--- config.mk ---
export PLATFORM = sky130hd
export DESIGN_NAME = memory_stage
export DESIGN_NICKNAME = d
export VERILOG_FILES = /design/src/rtl/memory_stage.sv
export SDC_FILE = /design/constraint.sdc
export NUM_CORES = 1
export LEC_CHECK = 0
export BUFFER_PORTS_ARGS = -buffer_cell sky130_fd_sc_hd__buf_2
export CAP_MARGIN = 20
export CORE_AREA = 2 2 235 237
export CTS_BUF_LIST = sky130_fd_sc_hd__clkbuf_4 sky130_fd_sc_hd__clkbuf_8
export CTS_CLUSTER_DIAMETER = 200
export DETAILED_ROUTE_END_ITERATION = 6
export DIE_AREA = 0 0 237 239
export GPL_TIMING_DRIVEN = 0
export HOLD_SLACK_MARGIN = 0.12
export PLACE_DENSITY_LB_ADDON = 0.1
export SYNTH_ARGS = -nofsm -noshare
export SYNTH_HDL_FRONTEND = slang
export SYNTH_SLANG_ARGS = --single-unit
--- constraint.sdc ---
create_clock -name clk -period 3.65 [get_ports clk]
set_clock_uncertainty 0.2 [all_clocks]
set_input_delay 0.1825 -clock clk [delete_from_list [all_inputs] [get_ports clk]]
set_output_delay 0.1825 -clock clk [all_outputs]
set_load 0.03 [all_outputs]
--- src/rtl/memory_stage.sv ---
// memory_stage: EX/MEM and MEM/WB pipeline registers with a two-state handshake to data memory.
// Optional alignment trap enabled by defining MEMORY_STAGE_ALIGN_CHECK_EN.
module memory_stage #(
   parameter int N = 64
) (
   input  logic         clk,
   input  logic         reset,
   input  logic [N-1:0] PCBranch_E,
   input  logic [N-1:0] aluResult_E,
   input  logic [N-1:0] writeData_E,
   input  logic         zero_E,
   input  logic         Branch_E,
   input  logic         MemRead_E,
   input  logic         MemWrite_E,
   input  logic         RegWrite_E,
   input  logic         MemtoReg_E,
   input  logic [4:0]   rd_E,
   output logic         dm_req,
   output logic         dm_we,
   output logic [N-1:0] dm_addr,
   output logic [N-1:0] dm_wdata,
   input  logic [N-1:0] dm_rdata,
   input  logic         dm_ack,
   output logic [N-1:0] PCBranch_M,
   output logic         PCSrc_M,
   output logic         stall_M,
   output logic [N-1:0] readData_W,
   output logic [N-1:0] aluResult_W,
   output logic         RegWrite_W,
   output logic         MemtoReg_W,
   output logic [4:0]   rd_W,
   output logic         misalign_M
);
   typedef enum logic {IDLE, BUSY} state_t;
   state_t       r_state;
   logic [N-1:0] r_pcbranch, r_alu, r_wdata;
   logic         r_zero, r_branch, r_memread, r_memwrite, r_regwrite, r_memtoreg;
   logic [4:0]   r_rd;
   logic         w_memop, w_mis, w_done;
   assign w_memop = r_memread | r_memwrite;
`ifdef MEMORY_STAGE_ALIGN_CHECK_EN
   assign w_mis = w_memop & (|r_alu[2:0]);
`else
   assign w_mis = 1'b0;
`endif
   assign w_done     = (r_state == BUSY) & dm_ack;
   assign stall_M    = w_memop & ~w_mis & ~w_done;
   assign misalign_M = w_mis;
   assign PCSrc_M    = r_branch & r_zero;
   assign PCBranch_M = r_pcbranch;
   assign dm_req     = (r_state == BUSY);
   assign dm_we      = dm_req & r_memwrite;
   assign dm_addr    = r_alu;
   assign dm_wdata   = r_wdata;
   always_ff @(posedge clk) begin
      if (reset) begin
         r_state     <= IDLE;
         r_pcbranch  <= '0;
         r_alu       <= '0;
         r_wdata     <= '0;
         r_zero      <= 1'b0;
         r_branch    <= 1'b0;
         r_memread   <= 1'b0;
         r_memwrite  <= 1'b0;
         r_regwrite  <= 1'b0;
         r_memtoreg  <= 1'b0;
         r_rd        <= '0;
         readData_W  <= '0;
         aluResult_W <= '0;
         RegWrite_W  <= 1'b0;
         MemtoReg_W  <= 1'b0;
         rd_W        <= '0;
      end else begin
         r_state <= (r_state == IDLE) ? ((w_memop & ~w_mis) ? BUSY : IDLE) : (dm_ack ? IDLE : BUSY);
         if (!stall_M) begin
            r_pcbranch <= PCBranch_E;
            r_alu      <= aluResult_E;
            r_wdata    <= writeData_E;
            r_zero     <= zero_E;
            r_branch   <= Branch_E;
            r_memread  <= MemRead_E;
            r_memwrite <= MemWrite_E;
            r_regwrite <= RegWrite_E;
            r_memtoreg <= MemtoReg_E;
            r_rd       <= rd_E;
         end
         // a stalled or trapped access retires as a bubble
         readData_W  <= (stall_M | w_mis) ? '0 : ((r_memread & w_done) ? dm_rdata : '0);
         aluResult_W <= (stall_M | w_mis) ? '0 : r_alu;
         RegWrite_W  <= (stall_M | w_mis) ? 1'b0 : r_regwrite;
         MemtoReg_W  <= (stall_M | w_mis) ? 1'b0 : r_memtoreg;
         rd_W        <= (stall_M | w_mis) ? 5'd0 : r_rd;
      end
   end
endmodule
==> out/qor.csv, run 1 <==
stage,metric,value,unit
cts,cts_buffers,67,
floorplanning,io_pins,602,
logic_synthesis,synthTopCellsByArea,"dfxtp_1 51%, nand2b_1 19%, mux2i_1 15%",
floorplanning,start_util,24.3,%
outcome,error,[ERROR RSZ-0060] Max buffer count reached.,
logic_synthesis,synth_edf_count,0,
logic_synthesis,yosysTopAreaCell,dfxtp_1,
logic_synthesis,synth.distinct_cells,22,
logic_synthesis,ys_ff_latch,339,
floorplanning,core.rowCount,86,
logic_synthesis,synth_commonest_cells,"403 x nand2b_1, 339 x dfxtp_1, 201 x mux2i_1",
placement,hpwl,35.7,mm
cts,clock-sinks,339,
floorplanning,dieWidth,237,um
cts,postCtsSetupBuffers,0,
logic_synthesis,yosys_warnings,0,
placement,gp_congestion,0.753,
logic_synthesis,syn_area,0.0132,mm2
cts,cts-resized-gates,0,
cts,root_buffer,clkbuf_8,
cts,hold_buffers,520,
logic_synthesis,synthFlopType,dfxtp_1,
outcome,lastStage,4_1_cts,
logic_synthesis,synth.yosys.seq_area_share,51.5,%
cts,cts_max_level,3,
placement,io_buffers,600,
logic_synthesis,syn_nets,1452,
logic_synthesis,synth_cells,1182,
logic_synthesis,yosysMostFrequentCell,nand2b_1,
cts,cts_buffer_depth,3,
logic_synthesis,yosysTopAreaCellShare,51.5,%
logic_synthesis,syn_area_per_cell,11.2,um2
outcome,status,aborted with a tool error,
floorplanning,die_h,239,um
logic_synthesis,async_reset_ff_share,0,%
cells by family after synthesis:
group	Yosys count	synth area share (%)
compound gates	6	0.503
simple gates	543	26.5
flops	339	51.5
buf+inv	92	6.30
mux	201	15.3
other cells	1	0.0284
metrics by stage:
step                hold WS [ns]  setup WS [ns]  area, um2  instances
floorplan                 0.0812           2.14      13200       1182
global placement           0.183           1.61      17100       2486
detailed placement         0.186           1.68      17100       2486
==> inputs of run 2 (changes only) <==
==> config.mk (replaced) <==
export PLATFORM = sky130hd
export DESIGN_NAME = memory_stage
export DESIGN_NICKNAME = d
export VERILOG_FILES = /design/src/rtl/memory_stage.sv
export SDC_FILE = /design/constraint.sdc
export NUM_CORES = 1
export LEC_CHECK = 0
export BUFFER_PORTS_ARGS = -buffer_cell sky130_fd_sc_hd__buf_2
export CAP_MARGIN = 20
export CORE_AREA = 2 2 235 237
export DETAILED_ROUTE_END_ITERATION = 6
export DIE_AREA = 0 0 237 239
export GPL_TIMING_DRIVEN = 0
export PLACE_DENSITY_LB_ADDON = 0.15
export SYNTH_ARGS = -nofsm -noshare
export SYNTH_HDL_FRONTEND = slang
export SYNTH_SLANG_ARGS = --single-unit
==> out/qor.csv, run 2 <==
stage,metric,value,unit,change
outcome,status,completed,,
sta,setup_tns,0,ns,
routing,drc,0,,
floorplanning,start_util,24.3,%,unchanged
routing,ant_nets,0,,
global_route,grt_pass1_wl,70.1,mm,
setup_path,cp-end-kind,output pin,,
floorplanning,coreArea,0.0543,mm2,
cells_and_area,syn2layout_area_growth,59.6,%,
logic_synthesis,yosysMostFrequentCell,nand2b_1,,
sta,hold_viol,0,,
cells_and_area,nFillCells,5479,,
sta,finalCritPeriodShare,61.9,%,
cells_and_area,post-route-util,38.7,%,
cts,postCtsSetupBuffers,0,,unchanged
cts,cts_max_level,2,,-1
logic_synthesis,synth_cells,1182,,unchanged
cts,clock-sinks,339,,unchanged
placement,hpwl,34.8,mm,-2.5%
logic_synthesis,synthTopCellsByArea,"dfxtp_1 51%, nand2b_1 19%, mux2i_1 15%",,
routing,dr.pass1.iters,4,,
logic_synthesis,yosysTopAreaCellShare,51.5,%,unchanged
cts,clk_pin_slew_worst_paths,0.06,ns,
global_route,grt_use_total,16.0,%,
sta,max_slew.worst_pin.slew,0.634,ns,
logic_synthesis,ys_ff_latch,339,,unchanged
cells_and_area,drive_gt1_share,33.6,%,
floorplanning,io_pins,602,,unchanged
floorplanning,dieWidth,237,um,unchanged
power_and_ir_drop,p_leak,9.88,nW,
logic_synthesis,async_reset_ff_share,0,%,unchanged
logic_synthesis,synth_edf_count,0,,unchanged
power_and_ir_drop,powerDensity,511,mW/mm2,
logic_synthesis,syn_area,0.0132,mm2,unchanged
routing,wl,46.6,mm,
logic_synthesis,yosysTopAreaCell,dfxtp_1,,
global_route,overflow,0,,
routing,drtIter0Drc,281,,
floorplanning,core.rowCount,86,,unchanged
cts,cts_buffer_depth,3,,unchanged
power_and_ir_drop,power,0.0107,W,
cells_and_area,final_cell_mix,"611 x buf_2, 403 x nand2b_1, 339 x dfxtp_1, 270 x dlygate4sd3_1, 201 x mux2i_1",,
logic_synthesis,syn_nets,1452,,unchanged
cts,tritoncts,yes,,
routing,vias,11400,,
setup_path,arrival,1.88,ns,
cts,cts_buffers,40,,-40%
sta,period_minus_slack,2.26,ns,
setup_path,critPathRequiredTime,3.27,ns,
setup_path,worst-setup-path-type,reg -> out,,
sta,whs,0.112,ns,
global_route,grt_pass1_vias,12200,,
logic_synthesis,synth.yosys.seq_area_share,51.5,%,unchanged
floorplanning,dieArea,0.0566,mm2,
logic_synthesis,synth_commonest_cells,"403 x nand2b_1, 339 x dfxtp_1, 201 x mux2i_1",,
sta,grt_setup_unrepaired,no,,
setup_path,start_kind,register,,
cts,clk_latency,0.56,ns,
job,maxCapViolations,0,,
cells_and_area,register_area,0.00679,mm2,
logic_synthesis,synth.distinct_cells,22,,unchanged
sta,setup_viol,0,,
sta,relSlewSlack,57.7,%,
placement,io_buffers,600,,unchanged
cts,root_buffer,clkbuf_16,,
routing,wl_per_cell,16.5,um,
sta,fmax,443,MHz,
global_route,grt_max_degree,13,,
logic_synthesis,synthFlopType,dfxtp_1,,
routing,vias_per_cell,4.02,,
setup_path,cp_max_fo,10,,
cells_and_area,layout_commonest_cell,buf_2,,
cells_and_area,nets,2364,,
hold_path,hp-class,in -> reg,,
power_and_ir_drop,irDropWorstVdd,0.000281,V,
logic_synthesis,yosys_warnings,0,,unchanged
floorplanning,die_h,239,um,unchanged
global_route,antenna_found_initial,6,,
placement,gp_congestion,0.775,,+3.0%
cells_and_area,multi_input_area,0.00557,mm2,
logic_synthesis,syn_area_per_cell,11.2,um2,unchanged
sta,drv_slew,0,,
-- run 2: worst max-delay path, stage by stage, from the launching register on --
cell and delay [ns]:
dfxtp_1 0.41, a2bb2oi_4 0.25, buf_6 0.24, buf_6 0.18, buf_2 0.22
-- run 2: final cells by class --
type	count	area share, %
inverter	1	0.0178
sequential	339	32.2
clock inverter	9	0.523
timing repair buffer	870	27.1
buffer	91	3.93
antenna	4	0.0476
tap	704	4.18
clock buffer	57	5.49
multi-input combinational	751	26.5
-- run 2: cells by family (layout without fill, tap and decap cells) --
group	Yosys count	in the layout	synth area share (%)
other	1	5	0.0284
AO/OA/AOI/OAI	6	6	0.503
AND/OR/NAND/NOR	543	543	26.5
multiplexers	201	201	15.3
buffers and inverters	92	1028	6.30
flip-flops	339	339	51.5
-- run 2: worst paths after layout --
kind | startpoint | to | slack [ns] | cells after the start
worst min-delay path | reset | readData_W[50] | 0.11 | 4
worst min register to register | dm_addr[62] | aluResult_W[62] | 0.27 | 1
worst max-delay path | r_memwrite | stall_M | 1.39 | 4
worst max register to register | r_memwrite | r_rd[4] | 1.72 | 4
-- run 2: through the flow --
| step | instances | instance area, um2 | setup slack (ns) |
|---|---|---|---|
| after floorplan | 1182 | 13200 | 2.14 |
| after global placement | 2486 | 17100 | 1.58 |
| after detailed placement | 2486 | 17100 | 1.58 |
| after CTS | 2822 | 21000 | 1.31 |
| after global routing | 2826 | 21000 | 1.27 |
| final | 2826 | 21000 | 1.39 |
-- run 2: metal layers --
layer	global-route usage (%)	vias to the layer above	part of all wire (%)
li1	-	5644	-
met1	17.9	5264	40
met2	28.6	359	50
met3	4.90	87	7.0
met4	5.47	2	3.0
met5	0	-	0.028
-- run 2: repair_timing --
item                      in CTS  in global routing
gates resized for setup        0                  0
hold endpoints to repair     268                  0
hold buffers                 270                  0
-- run 2: power by group --
part	switching [W]	total, W	internal [W]
Sequential	0.000179	0.00421	0.00403
Combinational	0.00147	0.00261	0.00114
Clock	0.00160	0.00393	0.00233
Total	0.00325	0.0107	0.00750
Note: power is estimated with default switching activity, not from simulation.
